**config.mk**
```make
export PLATFORM = sky130hd
export DESIGN_NAME = id_ex_stage_flat
export DESIGN_NICKNAME = d
export VERILOG_FILES = /design/src/rtl/id_ex_stage_pkg.sv /design/src/rtl/id_ex_stage_if.sv /design/src/rtl/id_ex_stage_hazard_detect.sv /design/src/rtl/id_ex_stage.sv /design/src/flat_wrapper.sv
export SDC_FILE = /design/constraint.sdc
export NUM_CORES = 1
export LEC_CHECK = 0
export BUFFER_PORTS_ARGS = -buffer_cell sky130_fd_sc_hd__buf_2
export CORE_MARGIN = 8
export CORE_UTILIZATION = 45
export CTS_CLUSTER_DIAMETER = 150
export DETAILED_ROUTE_END_ITERATION = 10
export GPL_ROUTABILITY_DRIVEN = 0
export PLACE_DENSITY = 0.74
export SKIP_CTS_REPAIR_TIMING = 1
export SYNTH_ARGS = -nofsm -noshare
export SYNTH_HDL_FRONTEND = slang
export SYNTH_SLANG_ARGS = --single-unit
export TNS_END_PERCENT = 10
```
**constraint.sdc**
```tcl
create_clock -name clk -period 4.6 [get_ports clk]
set_clock_uncertainty 0.1 [all_clocks]
set_input_delay 0.23 -clock clk [delete_from_list [all_inputs] [get_ports clk]]
set_output_delay 0.23 -clock clk [all_outputs]
set_load 0.01 [all_outputs]
```
**src/rtl/id_ex_stage_pkg.sv**
```systemverilog
`default_nettype none
// +--------------------------------------------------------------------------+
// | Module      : id_ex_stage_pkg                                            |
// | Description : Shared pipeline definitions: control-bundle width, bit     |
// |               positions of each control flag, ALU-op encodings and a     |
// |               small helper for decoding the bundle.                      |
// | Revision    : 1.0 - initial release                                      |
// +--------------------------------------------------------------------------+
package id_ex_stage_pkg;

  // Width of the decoded control bundle carried down the pipe.
  localparam int c_CTRL_W = 8;

  // Bit positions inside the control bundle (MSB first).
  localparam int c_CTRL_REGWRITE = 7;
  localparam int c_CTRL_MEMREAD  = 6;
  localparam int c_CTRL_MEMWRITE = 5;
  localparam int c_CTRL_MEMTOREG = 4;
  localparam int c_CTRL_REGDST   = 3;
  localparam int c_CTRL_ALUSRC   = 2;
  localparam int c_CTRL_ALUOP_HI = 1;
  localparam int c_CTRL_ALUOP_LO = 0;

  // Saturation ceiling of the load-use stall counter.
  localparam logic [15:0] c_STALL_CNT_MAX = 16'hFFFF;

  // Two-bit ALU operation class decoded in ID and refined in EX.
  typedef enum logic [1:0] {
    ALUOP_ADD    = 2'b00,  // loads/stores: address add
    ALUOP_BRANCH = 2'b01,  // beq/bne: subtract and compare
    ALUOP_RTYPE  = 2'b10,  // R-type: funct field selects the op
    ALUOP_IMM    = 2'b11   // immediate arithmetic/logic
  } aluop_e;

  // Structured view of the control bundle; layout matches the bit positions.
  typedef struct packed {
    logic   regwrite;
    logic   memread;
    logic   memwrite;
    logic   memtoreg;
    logic   regdst;
    logic   alusrc;
    aluop_e aluop;
  } ctrl_t;

  // True when the bundle describes a load (data available only after MEM).
  function automatic logic ctrl_is_load(input logic [c_CTRL_W-1:0] ctrl);
    return ctrl[c_CTRL_MEMREAD];
  endfunction

endpackage : id_ex_stage_pkg
`default_nettype wire

```
**src/rtl/id_ex_stage_if.sv**
```systemverilog
`default_nettype none
// +--------------------------------------------------------------------------+
// | Module      : id_ex_stage_if                                             |
// | Description : Bus between the decode stage, the writeback port and the   |
// |               ID/EX pipeline register.                                   |
// |   id_*      : decoded instruction presented by ID                        |
// |   flush_ex  : taken branch/jump, kills the instruction entering EX       |
// |   wb_*      : writeback port (same values as driven to the reg file)     |
// |   ex_*      : registered operands/fields/control seen by EX              |
// |   modport slave  : the pipeline register (consumes id/wb, drives ex)     |
// |   modport master : the surrounding pipeline (drives id/wb, reads ex)     |
// | Revision    : 1.0 - initial release                                      |
// +--------------------------------------------------------------------------+
interface id_ex_stage_if
  import id_ex_stage_pkg::*;
#(
  parameter int DATA_W = 32,
  parameter int REG_AW = 5
);

  // Decode side
  logic [DATA_W-1:0]   id_readdata1;
  logic [DATA_W-1:0]   id_readdata2;
  logic [REG_AW-1:0]   id_rs;
  logic [REG_AW-1:0]   id_rt;
  logic [REG_AW-1:0]   id_rd;
  logic [DATA_W-1:0]   id_imm;
  logic [c_CTRL_W-1:0] id_ctrl;
  logic                id_valid;
  logic                flush_ex;

  // Writeback port
  logic                wb_regwrite;
  logic [REG_AW-1:0]   wb_writereg;
  logic [DATA_W-1:0]   wb_writedata;

  // Execute side
  logic [DATA_W-1:0]   ex_a;
  logic [DATA_W-1:0]   ex_b;
  logic [DATA_W-1:0]   ex_imm;
  logic [REG_AW-1:0]   ex_rs;
  logic [REG_AW-1:0]   ex_rt;
  logic [REG_AW-1:0]   ex_rd;
  logic [c_CTRL_W-1:0] ex_ctrl;
  logic                ex_valid;

  modport slave (
    input  id_readdata1, id_readdata2, id_rs, id_rt, id_rd, id_imm,
    input  id_ctrl, id_valid, flush_ex,
    input  wb_regwrite, wb_writereg, wb_writedata,
    output ex_a, ex_b, ex_imm, ex_rs, ex_rt, ex_rd, ex_ctrl, ex_valid
  );

  modport master (
    output id_readdata1, id_readdata2, id_rs, id_rt, id_rd, id_imm,
    output id_ctrl, id_valid, flush_ex,
    output wb_regwrite, wb_writereg, wb_writedata,
    input  ex_a, ex_b, ex_imm, ex_rs, ex_rt, ex_rd, ex_ctrl, ex_valid
  );

endinterface : id_ex_stage_if
`default_nettype wire

```
**src/rtl/id_ex_stage_hazard_detect.sv**
```systemverilog
`default_nettype none
// +--------------------------------------------------------------------------+
// | Module      : hazard_detect                                              |
// | Description : Combinational load-use hazard comparator. Raises o_stall   |
// |               when EX holds a valid load whose destination (rt) is a     |
// |               nonzero register read by the valid instruction in ID, and  |
// |               no flush is killing that instruction.                      |
// | Ports       : i_ex_valid, i_ex_memread, i_ex_rt - instruction in EX      |
// |               i_id_valid, i_id_rs, i_id_rt      - instruction in ID      |
// |               i_flush                           - flush of ID->EX        |
// |               o_stall                           - load-use stall         |
// | Revision    : 1.0 - initial release                                      |
// +--------------------------------------------------------------------------+
module hazard_detect #(
  parameter int REG_AW = 5
) (
  input  wire logic              i_ex_valid,
  input  wire logic              i_ex_memread,
  input  wire logic [REG_AW-1:0] i_ex_rt,
  input  wire logic              i_id_valid,
  input  wire logic [REG_AW-1:0] i_id_rs,
  input  wire logic [REG_AW-1:0] i_id_rt,
  input  wire logic              i_flush,
  output logic                   o_stall
);

  logic w_ex_is_load;
  logic w_dest_nonzero;
  logic w_src_match;

  assign w_ex_is_load   = i_ex_valid & i_ex_memread;
  // $0 is hardwired to zero, so a load "into" it never produces a dependency.
  assign w_dest_nonzero = (i_ex_rt != '0);
  assign w_src_match    = (i_ex_rt == i_id_rs) | (i_ex_rt == i_id_rt);

  // A flush kills the ID instruction anyway, so stalling it would be wasted.
  assign o_stall = w_ex_is_load & w_dest_nonzero & i_id_valid & w_src_match & ~i_flush;

endmodule : hazard_detect
`default_nettype wire

```
**src/rtl/id_ex_stage.sv**
```systemverilog
`default_nettype none
// +--------------------------------------------------------------------------+
// | Module      : id_ex_stage                                                |
// | Description : ID/EX pipeline register with load-use hazard detection.    |
// |               Captures decoded operands, register fields and control     |
// |               each cycle; inserts a bubble (ctrl=0, valid=0, data held)  |
// |               on a load-use stall or a flush, and counts stall cycles    |
// |               with a saturating 16-bit counter.                          |
// | Ports       : clk        - clock, all state on rising edge               |
// |               rst        - synchronous active-high reset                 |
// |               bus        - id_ex_stage_if.slave (id/wb in, ex out)       |
// |               stall      - combinational load-use stall (freezes PC/IFID)|
// |               stall_cnt  - saturating count of stall cycles              |
// | Config      : ID_EX_WB_BYPASS_EN - when defined, operands read in ID are |
// |               replaced by the writeback value on a same-cycle write to   |
// |               the same nonzero register. When undefined, the register    |
// |               file's negedge write provides that visibility instead.     |
// | Revision    : 1.0 - initial release                                      |
// +--------------------------------------------------------------------------+
module id_ex_stage
  import id_ex_stage_pkg::*;
#(
  parameter int DATA_W = 32,
  parameter int REG_AW = 5
) (
  input  wire logic     clk,
  input  wire logic     rst,
  id_ex_stage_if.slave  bus,
  output logic          stall,
  output logic [15:0]   stall_cnt
);

  // -------------------------------------------------------------------------
  // Pipeline state
  // -------------------------------------------------------------------------
  logic [DATA_W-1:0]   r_a;
  logic [DATA_W-1:0]   r_b;
  logic [DATA_W-1:0]   r_imm;
  logic [REG_AW-1:0]   r_rs;
  logic [REG_AW-1:0]   r_rt;
  logic [REG_AW-1:0]   r_rd;
  logic [c_CTRL_W-1:0] r_ctrl;
  logic                r_valid;
  logic [15:0]         r_stall_cnt;

  logic                w_stall;
  logic                w_bubble;
  logic [DATA_W-1:0]   w_op_a;
  logic [DATA_W-1:0]   w_op_b;

  // -------------------------------------------------------------------------
  // Hazard detection against the instruction currently held in EX
  // -------------------------------------------------------------------------
  hazard_detect #(
    .REG_AW (REG_AW)
  ) u_hazard_detect (
    .i_ex_valid   (r_valid),
    .i_ex_memread (ctrl_is_load(r_ctrl)),
    .i_ex_rt      (r_rt),
    .i_id_valid   (bus.id_valid),
    .i_id_rs      (bus.id_rs),
    .i_id_rt      (bus.id_rt),
    .i_flush      (bus.flush_ex),
    .o_stall      (w_stall)
  );

  // Both a stall and a flush turn the next EX slot into a bubble. Data and
  // fields are left untouched so the bubble costs no datapath toggling.
  assign w_bubble = w_stall | bus.flush_ex;

  // -------------------------------------------------------------------------
  // Operand selection
  // -------------------------------------------------------------------------
`ifdef ID_EX_WB_BYPASS_EN
  logic w_byp_a;
  logic w_byp_b;

  assign w_byp_a = bus.wb_regwrite & (bus.wb_writereg != '0) & (bus.wb_writereg == bus.id_rs);
  assign w_byp_b = bus.wb_regwrite & (bus.wb_writereg != '0) & (bus.wb_writereg == bus.id_rt);

  assign w_op_a  = w_byp_a ? bus.wb_writedata : bus.id_readdata1;
  assign w_op_b  = w_byp_b ? bus.wb_writedata : bus.id_readdata2;
`else
  // The writeback port is only observed when the bypass is built in.
  logic w_unused_wb;

  assign w_unused_wb = ^{bus.wb_regwrite, bus.wb_writereg, bus.wb_writedata};

  assign w_op_a = bus.id_readdata1;
  assign w_op_b = bus.id_readdata2;
`endif

  // -------------------------------------------------------------------------
  // ID/EX register
  // -------------------------------------------------------------------------
  always_ff @(posedge clk) begin
    if (rst) begin
      r_a     <= '0;
      r_b     <= '0;
      r_imm   <= '0;
      r_rs    <= '0;
      r_rt    <= '0;
      r_rd    <= '0;
      r_ctrl  <= '0;
      r_valid <= 1'b0;
    end else if (w_bubble) begin
      r_ctrl  <= '0;
      r_valid <= 1'b0;
    end else begin
      r_a     <= w_op_a;
      r_b     <= w_op_b;
      r_imm   <= bus.id_imm;
      r_rs    <= bus.id_rs;
      r_rt    <= bus.id_rt;
      r_rd    <= bus.id_rd;
      // A non-instruction in ID must not carry stray control into EX.
      r_ctrl  <= bus.id_valid ? bus.id_ctrl : '0;
      r_valid <= bus.id_valid;
    end
  end

  // -------------------------------------------------------------------------
  // Saturating stall counter
  // -------------------------------------------------------------------------
  always_ff @(posedge clk) begin
    if (rst) begin
      r_stall_cnt <= '0;
    end else if (w_stall && (r_stall_cnt != c_STALL_CNT_MAX)) begin
      r_stall_cnt <= r_stall_cnt + 16'd1;
    end
  end

  // -------------------------------------------------------------------------
  // Outputs
  // -------------------------------------------------------------------------
  assign bus.ex_a     = r_a;
  assign bus.ex_b     = r_b;
  assign bus.ex_imm   = r_imm;
  assign bus.ex_rs    = r_rs;
  assign bus.ex_rt    = r_rt;
  assign bus.ex_rd    = r_rd;
  assign bus.ex_ctrl  = r_ctrl;
  assign bus.ex_valid = r_valid;

  assign stall        = w_stall;
  assign stall_cnt    = r_stall_cnt;

endmodule : id_ex_stage
`default_nettype wire

```
**src/flat_wrapper.sv**
```systemverilog
// flat-port wrapper written by rule: the top's interface ports become plain ports
module id_ex_stage_flat import id_ex_stage_pkg::*;
#(
  parameter int DATA_W = 32,
  parameter int REG_AW = 5
)
  (clk, rst, stall, stall_cnt, bus_id_readdata1, bus_id_readdata2, bus_id_rs, bus_id_rt, bus_id_rd, bus_id_imm, bus_id_ctrl, bus_id_valid, bus_flush_ex, bus_wb_regwrite, bus_wb_writereg, bus_wb_writedata, bus_ex_a, bus_ex_b, bus_ex_imm, bus_ex_rs, bus_ex_rt, bus_ex_rd, bus_ex_ctrl, bus_ex_valid);
  id_ex_stage_if #(.DATA_W(DATA_W), .REG_AW(REG_AW)) bus_i ();
  input  wire logic clk;
  input  wire logic rst;
  output logic stall;
  output logic [15:0] stall_cnt;
  input wire logic [$bits(bus_i.id_readdata1)-1:0] bus_id_readdata1;
  input wire logic [$bits(bus_i.id_readdata2)-1:0] bus_id_readdata2;
  input wire logic [$bits(bus_i.id_rs)-1:0] bus_id_rs;
  input wire logic [$bits(bus_i.id_rt)-1:0] bus_id_rt;
  input wire logic [$bits(bus_i.id_rd)-1:0] bus_id_rd;
  input wire logic [$bits(bus_i.id_imm)-1:0] bus_id_imm;
  input wire logic [$bits(bus_i.id_ctrl)-1:0] bus_id_ctrl;
  input wire logic [$bits(bus_i.id_valid)-1:0] bus_id_valid;
  input wire logic [$bits(bus_i.flush_ex)-1:0] bus_flush_ex;
  input wire logic [$bits(bus_i.wb_regwrite)-1:0] bus_wb_regwrite;
  input wire logic [$bits(bus_i.wb_writereg)-1:0] bus_wb_writereg;
  input wire logic [$bits(bus_i.wb_writedata)-1:0] bus_wb_writedata;
  output wire logic [$bits(bus_i.ex_a)-1:0] bus_ex_a;
  output wire logic [$bits(bus_i.ex_b)-1:0] bus_ex_b;
  output wire logic [$bits(bus_i.ex_imm)-1:0] bus_ex_imm;
  output wire logic [$bits(bus_i.ex_rs)-1:0] bus_ex_rs;
  output wire logic [$bits(bus_i.ex_rt)-1:0] bus_ex_rt;
  output wire logic [$bits(bus_i.ex_rd)-1:0] bus_ex_rd;
  output wire logic [$bits(bus_i.ex_ctrl)-1:0] bus_ex_ctrl;
  output wire logic [$bits(bus_i.ex_valid)-1:0] bus_ex_valid;
  assign bus_i.id_readdata1 = bus_id_readdata1;
  assign bus_i.id_readdata2 = bus_id_readdata2;
  assign bus_i.id_rs = bus_id_rs;
  assign bus_i.id_rt = bus_id_rt;
  assign bus_i.id_rd = bus_id_rd;
  assign bus_i.id_imm = bus_id_imm;
  assign bus_i.id_ctrl = bus_id_ctrl;
  assign bus_i.id_valid = bus_id_valid;
  assign bus_i.flush_ex = bus_flush_ex;
  assign bus_i.wb_regwrite = bus_wb_regwrite;
  assign bus_i.wb_writereg = bus_wb_writereg;
  assign bus_i.wb_writedata = bus_wb_writedata;
  assign bus_ex_a = bus_i.ex_a;
  assign bus_ex_b = bus_i.ex_b;
  assign bus_ex_imm = bus_i.ex_imm;
  assign bus_ex_rs = bus_i.ex_rs;
  assign bus_ex_rt = bus_i.ex_rt;
  assign bus_ex_rd = bus_i.ex_rd;
  assign bus_ex_ctrl = bus_i.ex_ctrl;
  assign bus_ex_valid = bus_i.ex_valid;
  id_ex_stage #(.DATA_W(DATA_W), .REG_AW(REG_AW)) u_core (.clk(clk), .rst(rst), .bus(bus_i), .stall(stall), .stall_cnt(stall_cnt));
endmodule
```
==> impl_metrics.env <==
export IMPL_grt_pass1_vias=7184
export IMPL_avgViaCountPerCell=5.69
export IMPL_drtIter0Drc=437
export IMPL_dieArea_sq_um=22700
export IMPL_synth_edff_count=0
export IMPL_drc=0
export IMPL_arrival_ns=2.74
export IMPL_initial_utilization_pct=45.7
export IMPL_grt_usage_pct=18.5
export IMPL_setup_viol=0
export IMPL_finalHoldViolCount=0
export IMPL_rsz0062_at_grt="no"
export IMPL_cts_made_buffers=17
export IMPL_status="completed"
export IMPL_die_h_um=151
export IMPL_antenna_left=0
export IMPL_setup_tns_ns=0
export IMPL_area_delta_synth_final_pct=23.4
export IMPL_ir_drop_mv=0.231
export IMPL_die_w_um=151
export IMPL_cp_required_ns=4.27
export IMPL_start_kind="register"
export IMPL_root_buffer="clkbuf_16"
export IMPL_relSlewSlack_pct=32.0
export IMPL_synth_largest_area_cell="dfxtp_1"
export IMPL_ios=298
export IMPL_ys_flop_type="dfxtp_1"
export IMPL_clock_fmax_ghz=0.326
export IMPL_final_util_pct=56.4
export IMPL_drive_above_1_share_pct=25.0
export IMPL_endpoint_kind="output pin"
export IMPL_hpwl_um=14500
export IMPL_routed_wl_um=22500
export IMPL_p_leak_nw=4.46
export IMPL_critPathMaxFanout=69
export IMPL_dr_pass1_iters=5
export IMPL_htreeDepth=4
export IMPL_ys_types=36
export IMPL_fin_hold_ws_ns=0.0726
export IMPL_finalMaxSlewViolations=0
export IMPL_path_class="register to output pin"
export IMPL_grt_overflow=0
export IMPL_grt_start_max_net_pins=196
export IMPL_timing_final_crit_share_pct=66.7
export IMPL_cts_tree="yes"
export IMPL_fin_area_sq_um=10100
export IMPL_syn_cell_area_sq_um=8180
export IMPL_dr_total_vias=8293
export IMPL_port_buffer_count=259
export IMPL_fin_crit_ns=3.07
export IMPL_synth_most_common_cell="nand2_1"
export IMPL_std_cell_rows=49
export IMPL_grt_pass1_wl_um=35300
export IMPL_clock_sinks=136
export IMPL_synth_seq_area_share_pct=33.3
export IMPL_routedWlPerCell_um=15.4
export IMPL_clk_latency_ns=0.41
export IMPL_synth_common_cells="nand2_1, dfxtp_1, o21ai_0, nor4b_1"
export IMPL_power_density_nw_per_um2=333
export IMPL_synth_seq_cells=136
export IMPL_yosys_top_cells_area="dfxtp_1, nor4b_1, a211o_1"
export IMPL_yosys_warnings=0
export IMPL_syn_area_per_cell_sq_um=7.85
export IMPL_worst_slew_pin_slew_ns=1.02
export IMPL_nets=1378
export IMPL_hold_class="input pin to register"
export IMPL_clkTransAtPathRegs_ns=0.06
export IMPL_drv_cap=0
export IMPL_synth_top_area_share_pct=33.3
export IMPL_syn_nets=1203
export IMPL_synth_cells=1041
export IMPL_place_area_sq_um=9400
export IMPL_fin_total_pwr_mw=3.36
export IMPL_async_reset_ff_share_pct=0
export IMPL_antenna_found_initial=3
export IMPL_clockBufferDepth=2
export IMPL_core_sq_um=17900
flip-flops by register name, indices dropped and copies added, names as in the netlist:
| signal | flops |
|---|---|
| u_core.bus.ex_a | 32 |
| u_core.bus.ex_b | 32 |
| u_core.bus.ex_ctrl | 8 |
| u_core.bus.ex_imm | 32 |
| u_core.bus.ex_rd | 5 |
| u_core.bus.ex_rs | 5 |
| u_core.bus.ex_rt | 5 |
| u_core.bus.ex_valid | 1 |
| u_core.stall_cnt | 16 |
final cells by class:
cell class / count / area [sq um]
clock buffer: 22 / 494
inverter: 2 / 7.51
tap: 229 / 287
clock inverter: 9 / 114
antenna: 1 / 2.50
sequential: 136 / 2720
fill: 1681 / 7810
timing repair buffer: 277 / 1530
multi-input combinational: 782 / 4930
placed cells by master (no fill, tap or decap), drive strengths merged, types with 4 or more instances in the layout:
| cell type | n |
|---|---|
| and2 | 8 |
| nor3b | 111 |
| nor4b | 112 |
| dfxtp | 136 |
| nor3 | 5 |
| clkbuf | 22 |
| nand3 | 7 |
| a211o | 111 |
| buf | 269 |
| o21ai | 118 |
| inv | 4 |
| nand4 | 7 |
| or3 | 8 |
| o31ai | 5 |
| or4 | 8 |
| nand2 | 228 |
| a21oi | 12 |
| xor2 | 10 |
| dlygate4sd3 | 8 |
| nor2 | 9 |
logic make-up (layout without fill, tap and decap cells):
kind of cell             count (synthesis)  after routing  share of synthesized area (%)
multiplexers                             2              2                          0.275
XOR/XNOR                                10             10                           1.07
buffers and inverters                  123            310                           6.58
AO/OA/AOI/OAI                          252            252                           21.0
other                                    0              1                              0
AND/OR/NAND/NOR                        517            517                           37.6
flip-flops                             136            136                           33.3
adder cells (fa/ha/maj)                  1              1                          0.153
worst paths after layout:
path | from | endpoint | slack [ns] | cells after the start
min reg2reg | u_core.stall_cnt[15] | u_core.stall_cnt[15] | 0.40 | 2
max | u_core.bus.ex_rt[0] | stall | 1.53 | 5
max reg2reg | u_core.bus.ex_rt[0] | u_core.bus.ex_a[7] | 1.77 | 5
min | bus_id_valid | u_core.bus.ex_valid | 0.07 | 2
worst max-delay path, stage by stage (launching register included):
cell       delay, ns
dfxtp_1         0.36
or4_1           0.62
o2111ai_4       0.73
buf_12          0.34
nor3_1          0.08
buf_2           0.17
where the power goes:
part / switching (mW) / internal [mW]
Sequential: 0.0710 / 1.28
Clock: 0.523 / 0.872
Combinational: 0.334 / 0.280
Total: 0.928 / 2.44
routing by layer:
layer  GRT usage (%)  share of wire, %
met4            6.58               1.9
met2            28.4                47
met3            6.57               8.1
met1            23.5                43
met5               0             0.080
per-stage QoR:
stage / cells / worst slack [ns]
after floorplan: 1041 / 2.48
after global placement: 1418 / 1.83
after detailed placement: 1418 / 1.80
after CTS: 1449 / 1.50
after global routing: 1458 / 1.36
final: 1458 / 1.53
(Power assumes the default switching activity.)
